==> config.mk <==
export PLATFORM = sky130hd
export DESIGN_NAME = full_adder
export DESIGN_NICKNAME = d
export VERILOG_FILES = /design/src/rtl/full_adder.sv
export SDC_FILE = /design/constraint.sdc
export NUM_CORES = 1
export LEC_CHECK = 0
export ABC_AREA = 1
export CAP_MARGIN = 25
export CORE_AREA = 2 2 39 41
export DETAILED_ROUTE_END_ITERATION = 16
export DIE_AREA = 0 0 41 43
export GPL_ROUTABILITY_DRIVEN = 0
export HOLD_SLACK_MARGIN = 0.1
export PLACE_DENSITY_LB_ADDON = 0.25
export SLEW_MARGIN = 20
export SYNTH_ARGS = -nofsm -noshare
export SYNTH_HDL_FRONTEND = slang
export SYNTH_SLANG_ARGS = --single-unit
==> constraint.sdc <==
create_clock -name clk -period 1.26 [get_ports clk]
set_input_delay 0.378 -clock clk [delete_from_list [all_inputs] [get_ports clk]]
set_output_delay 0.378 -clock clk [all_outputs]
set_load 0.01 [all_outputs]
==> src/rtl/full_adder.sv <==
// full_adder: ripple-carry adder cell of the 4-bit CPU datapath.
// WIDTH cells chained; outputs registered or combinational.
module full_adder #(
  parameter int WIDTH      = 1,
  parameter bit REGISTERED = 1'b1
) (
  input  logic             clk,
  input  logic             rst_n,
  input  logic [WIDTH-1:0] a,
  input  logic [WIDTH-1:0] b,
  input  logic             c_in,
  input  logic             in_valid,
  output logic [WIDTH-1:0] sum,
  output logic             c_out,
  output logic             out_valid
);

  logic [WIDTH-1:0] s;
  logic             carry;
  logic             co;

  // Ripple the carry through WIDTH full-adder cells, LSB first.
  always_comb begin
    s     = '0;
    carry = c_in;
    for (int i = 0; i < WIDTH; i++) begin
      s[i]  = a[i] ^ b[i] ^ carry;
      carry = (a[i] & b[i])
            | (carry & (a[i] ^ b[i]));
    end
    co = carry;
  end

  if (REGISTERED) begin : g_reg
    // Capture on valid; hold result and drop valid otherwise.
    always_ff @(posedge clk) begin
      if (!rst_n) begin
        sum       <= '0;
        c_out     <= 1'b0;
        out_valid <= 1'b0;
      end else if (in_valid) begin
        sum       <= s;
        c_out     <= co;
        out_valid <= 1'b1;
      end else begin
        out_valid <= 1'b0;
      end
    end
  end else begin : g_comb
    assign sum       = s;
    assign c_out     = co;
    assign out_valid = in_valid;

    // Clock and reset have no role in the combinational build.
    logic unused_clk_rst;
    assign unused_clk_rst = clk ^ rst_n;
  end

endmodule

Word-level counts from Yosys, hierarchy flattened
Cells that the tools add are included.
- input port bits: 6
- flip-flop bits (word level): 3
- output and inout port bits: 3
- word-level logic and storage cells: 9
- multiplexer cells: 1
- bitwise operators: 5
- operators with widths (operator ; number):
    1-bit AND ; 2
    1-bit XOR ; 2
    1-bit 2-to-1 mux ; 1
    1-bit bitwise OR ; 1

Depth between registers and ports, before layout
- depth in word-level cells: 3
- gate-level depth with buffers: 5
- gate-level depth less buffers: 5

Worst setup path before layout
Ideal clock, no wire load.
- kind: input port to flip-flop
- start point: in a
- end point: reg sum
- stages: 5
- data required time: 1196 ps
- data arrival time: 1067 ps
- library setup time: 64 ps
- buffers on the path: 0
- setup slack: 129 ps
- cell sequence: fa_1 inv_1 nand2_1 nand2_1 nor2_1
- longest elaborated chain between the ends: 2
- ends and longest elaborated chain (what ; RTL line ; text):
    start: declaration ; 9 ; input logic [WIDTH-1:0] a,
    1-bit XOR (2 in series) ; 27 ; s[i] = a[i] ^ b[i] ^ carry;
    end signal: assignment ; 42 ; sum <= s;
    end: declaration ; 13 ; output logic [WIDTH-1:0] sum,
Every way passes these cells.
A chain may end at the register's enable or synchronous reset.

Final worst setup path
- start point: reg sum
- end point: out sum
No word-level cell between the ends.

==> out/qor.txt <==
Initial core utilization -> 9.042%
Area grow syn2layout -> 95.00%
Crit-path max FO -> 2
Post-synthesis mux area share -> 0%
Largest net degree at the start of global routing -> 6
FMAX -> 826.4 MHz
Compound-Gate Fraction of Synth Area -> 0%
Fin crit period -> 1210 ps
Seq/Total Area, Yosys -> 48.00%
Slew Viols, Final -> 0
Max Cap Violations -> 0
Slowest cell on the critical path -> dfxtp_1
Final hold vios -> 0
Post-Synthesis Cells -> 16
Syn Area/Cell -> 7.820 um2
Sink Count -> 3
Comb pwr share -> 13.9%
Synth cell types -> 5
Final Power -> 324.9 uW
Clock Tree Buf Depth -> 2
Static Leak -> 0.0001310 uW
Critical path depth -> 1
Post-Route M1 WL -> 130 um
Status -> completed
Most frequent cells in the layout -> dlygate4sd2_1, nand2_1, nor2_1
Post-Syn Nets -> 23
Setup violations, final -> 0
CTS Root Cell -> clkbuf_4
Share of the synthesized area in the top cell type -> 48.00%
Final instance area -> 244.0 um2
Ant. Diodes -> 0
Largest family of logic cells by synthesized area -> simple AND/OR/NAND/NOR gates
CP required -> 880 ps
Die area -> 0.001763 mm2
RR Startpoint -> sum$_SDFFE_PN0P_
Number of global-route vias before repair -> 133
Reg power frac -> 32.5%
CP Class -> reg -> out
R2R Setup Slk -> 700 ps
Worst rel slew slack -> 88.73%
First-pass GRT wire length -> 538 um
Clock Skews -> 0 ps
Chip Width -> 41 um
Critical-path cell list -> dlygate4sd2_1
P_int -> 245.9 uW
Clock share of power -> 53.6%
Met3 Wirelength -> 77 um
Placement Setup Slack -> -359.9 ps
Clk pin slew, worst setup/hold paths -> 40 ps
Simple-gate portion of the synthesized area -> 27.00%
CP bufs+invs -> 1
Area of the mapped netlist -> 125.1 um2
R2r worst-path depth -> 2
Worst-Skew Late Latency -> 230 ps
Worst slew pin tran -> 168.5 ps
Area leader, netlist -> dfxtp_1
Switching Share -> 24.31%
Seq cells post-synth -> 3
Startpoint Class -> flop
Overflow after GRT -> 0
I/O Pins -> 9
Iter 0 DRT Violations -> 4
Reg-to-Reg End -> sum$_SDFFE_PN0P_
Final setup TNS -> 0 ps
Worst setup path start -> sum$_SDFFE_PN0P_
Peak supply drop -> 326.4 uV
Synth area leaders -> dfxtp_1, fa_1, nand2_1
Final period utilization -> 96.03%
Crit path to -> sum
Net Switching -> 78.98 uW
Row count -> 14
Via count -> 141
H-tree levels -> 1
Core area -> 0.001384 mm2
Detail Route Antenna Nets -> 0
Die H -> 43 um
Setup ws final -> 49.98 ps
RSZ-0062 raised after global routing -> no
Post-DR vias/cell -> 3.205
Most common cell after layout, fill and taps aside -> dlygate4sd2_1
Synthesis Warnings -> 0
Drt first pass iters -> 4
Max incr delay on CP -> 320 ps
Final nets -> 36
DRC viols -> 0
Drt wl/cell -> 7.659 um
Num CTS Buffers -> 3
Worst hold slack -> 486.8 ps
Data arrival, critical path -> 830 ps
CTS tree -> yes
Number of setup buffers added after CTS -> 0
Worst path top cell family by delay -> flip-flops
Met2 WL -> 104 um
Initial antenna violation count -> 0
Adder-cell share of the synthesized area -> 16.00%
Final WL -> 337 um
Highest routed layer -> met4
All-Layer GR Usage -> 5.522%
Placement Cell Area -> 225.2 um2
Layout cells sized above 1 -> 10.71%
Hold/Removal Path Class -> reg -> reg
I/O Buffers -> 8
Pwr Density -> 1332 mW/mm2
Kind of end point of the critical path -> output port
Post-Synth XOR/XNOR Area -> 0%
==> registers in the layout, summed over array words and instances (netlist names) <==
signal / count
c_out: 1
out_valid: 1
sum: 1
==> per-stage QoR <==
stage                     utilization [%]  cells
after floorplan                         -     16
after global placement              16.27     40
after detailed placement            16.27     40
after CTS                           17.63     44
after global routing                17.63     44
final                               17.63     44
==> cell usage after synthesis <==
cell	number
fa_1	1
inv_1	3
nor2_1	4
dfxtp_1	3
nand2_1	5
==> layer usage <==
metal | GRT usage (%) | vias to the layer above
met5 | 0 | -
met4 | 8.000 | 0
met3 | 5.236 | 4
met2 | 5.000 | 13
met1 | 5.466 | 56
li1 | - | 68
==> worst register-to-register path: stages (launching register included) <==
cell and delay (ps):
dfxtp_1 300, nor2_1 100, nor2_1 50
==> final cells by class <==
type                            instances  area (um2)
Clock buffer                            4       26.28
Multi-Input combinational cell         10       53.80
Timing Repair Buffer                    8       72.57
Sequential cell                         3       60.06
Inverter                                3       11.26
Tap cell                               16       20.02
Fill cell                             162        1140
==> power by group through the flow <==
stage	registers, uW	logic [uW]	clock network [uW]
after CTS	106	46.0	180
after global routing	106	52.7	189
after floorplan	110	14.6	0
after detailed placement	107	53.9	0
final	106	45.2	174
after global placement	107	53.0	0
==> repair_timing <==
| item | CTS | global route |
|---|---|---|
| setup endpoints to repair | 5 | 0 |
| resized for setup | 6 | 0 |
| hold buffers | 0 | 0 |
==> cells by family (layout without fill, tap and decap cells) <==
family	Yosys count	in the layout
flip-flops	3	3
adder cells (fa/ha/maj)	1	1
AND/OR/NAND/NOR	9	9
buffers and inverters	3	15
==> worst min-delay path by stage <==
stage	from	to	slack, ps	cells past startpoint
floorplan	in_valid	out_valid$_SDFF_PN0_	470	2
global placement	c_out$_SDFFE_PN0P_	c_out$_SDFFE_PN0P_	470	2
detailed placement	c_out$_SDFFE_PN0P_	c_out$_SDFFE_PN0P_	490	2
CTS	c_out$_SDFFE_PN0P_	c_out$_SDFFE_PN0P_	490	2
global route	sum$_SDFFE_PN0P_	sum$_SDFFE_PN0P_	510	2
finish	c_out$_SDFFE_PN0P_	c_out$_SDFFE_PN0P_	490	2
Power figures use the tool's default switching activity.
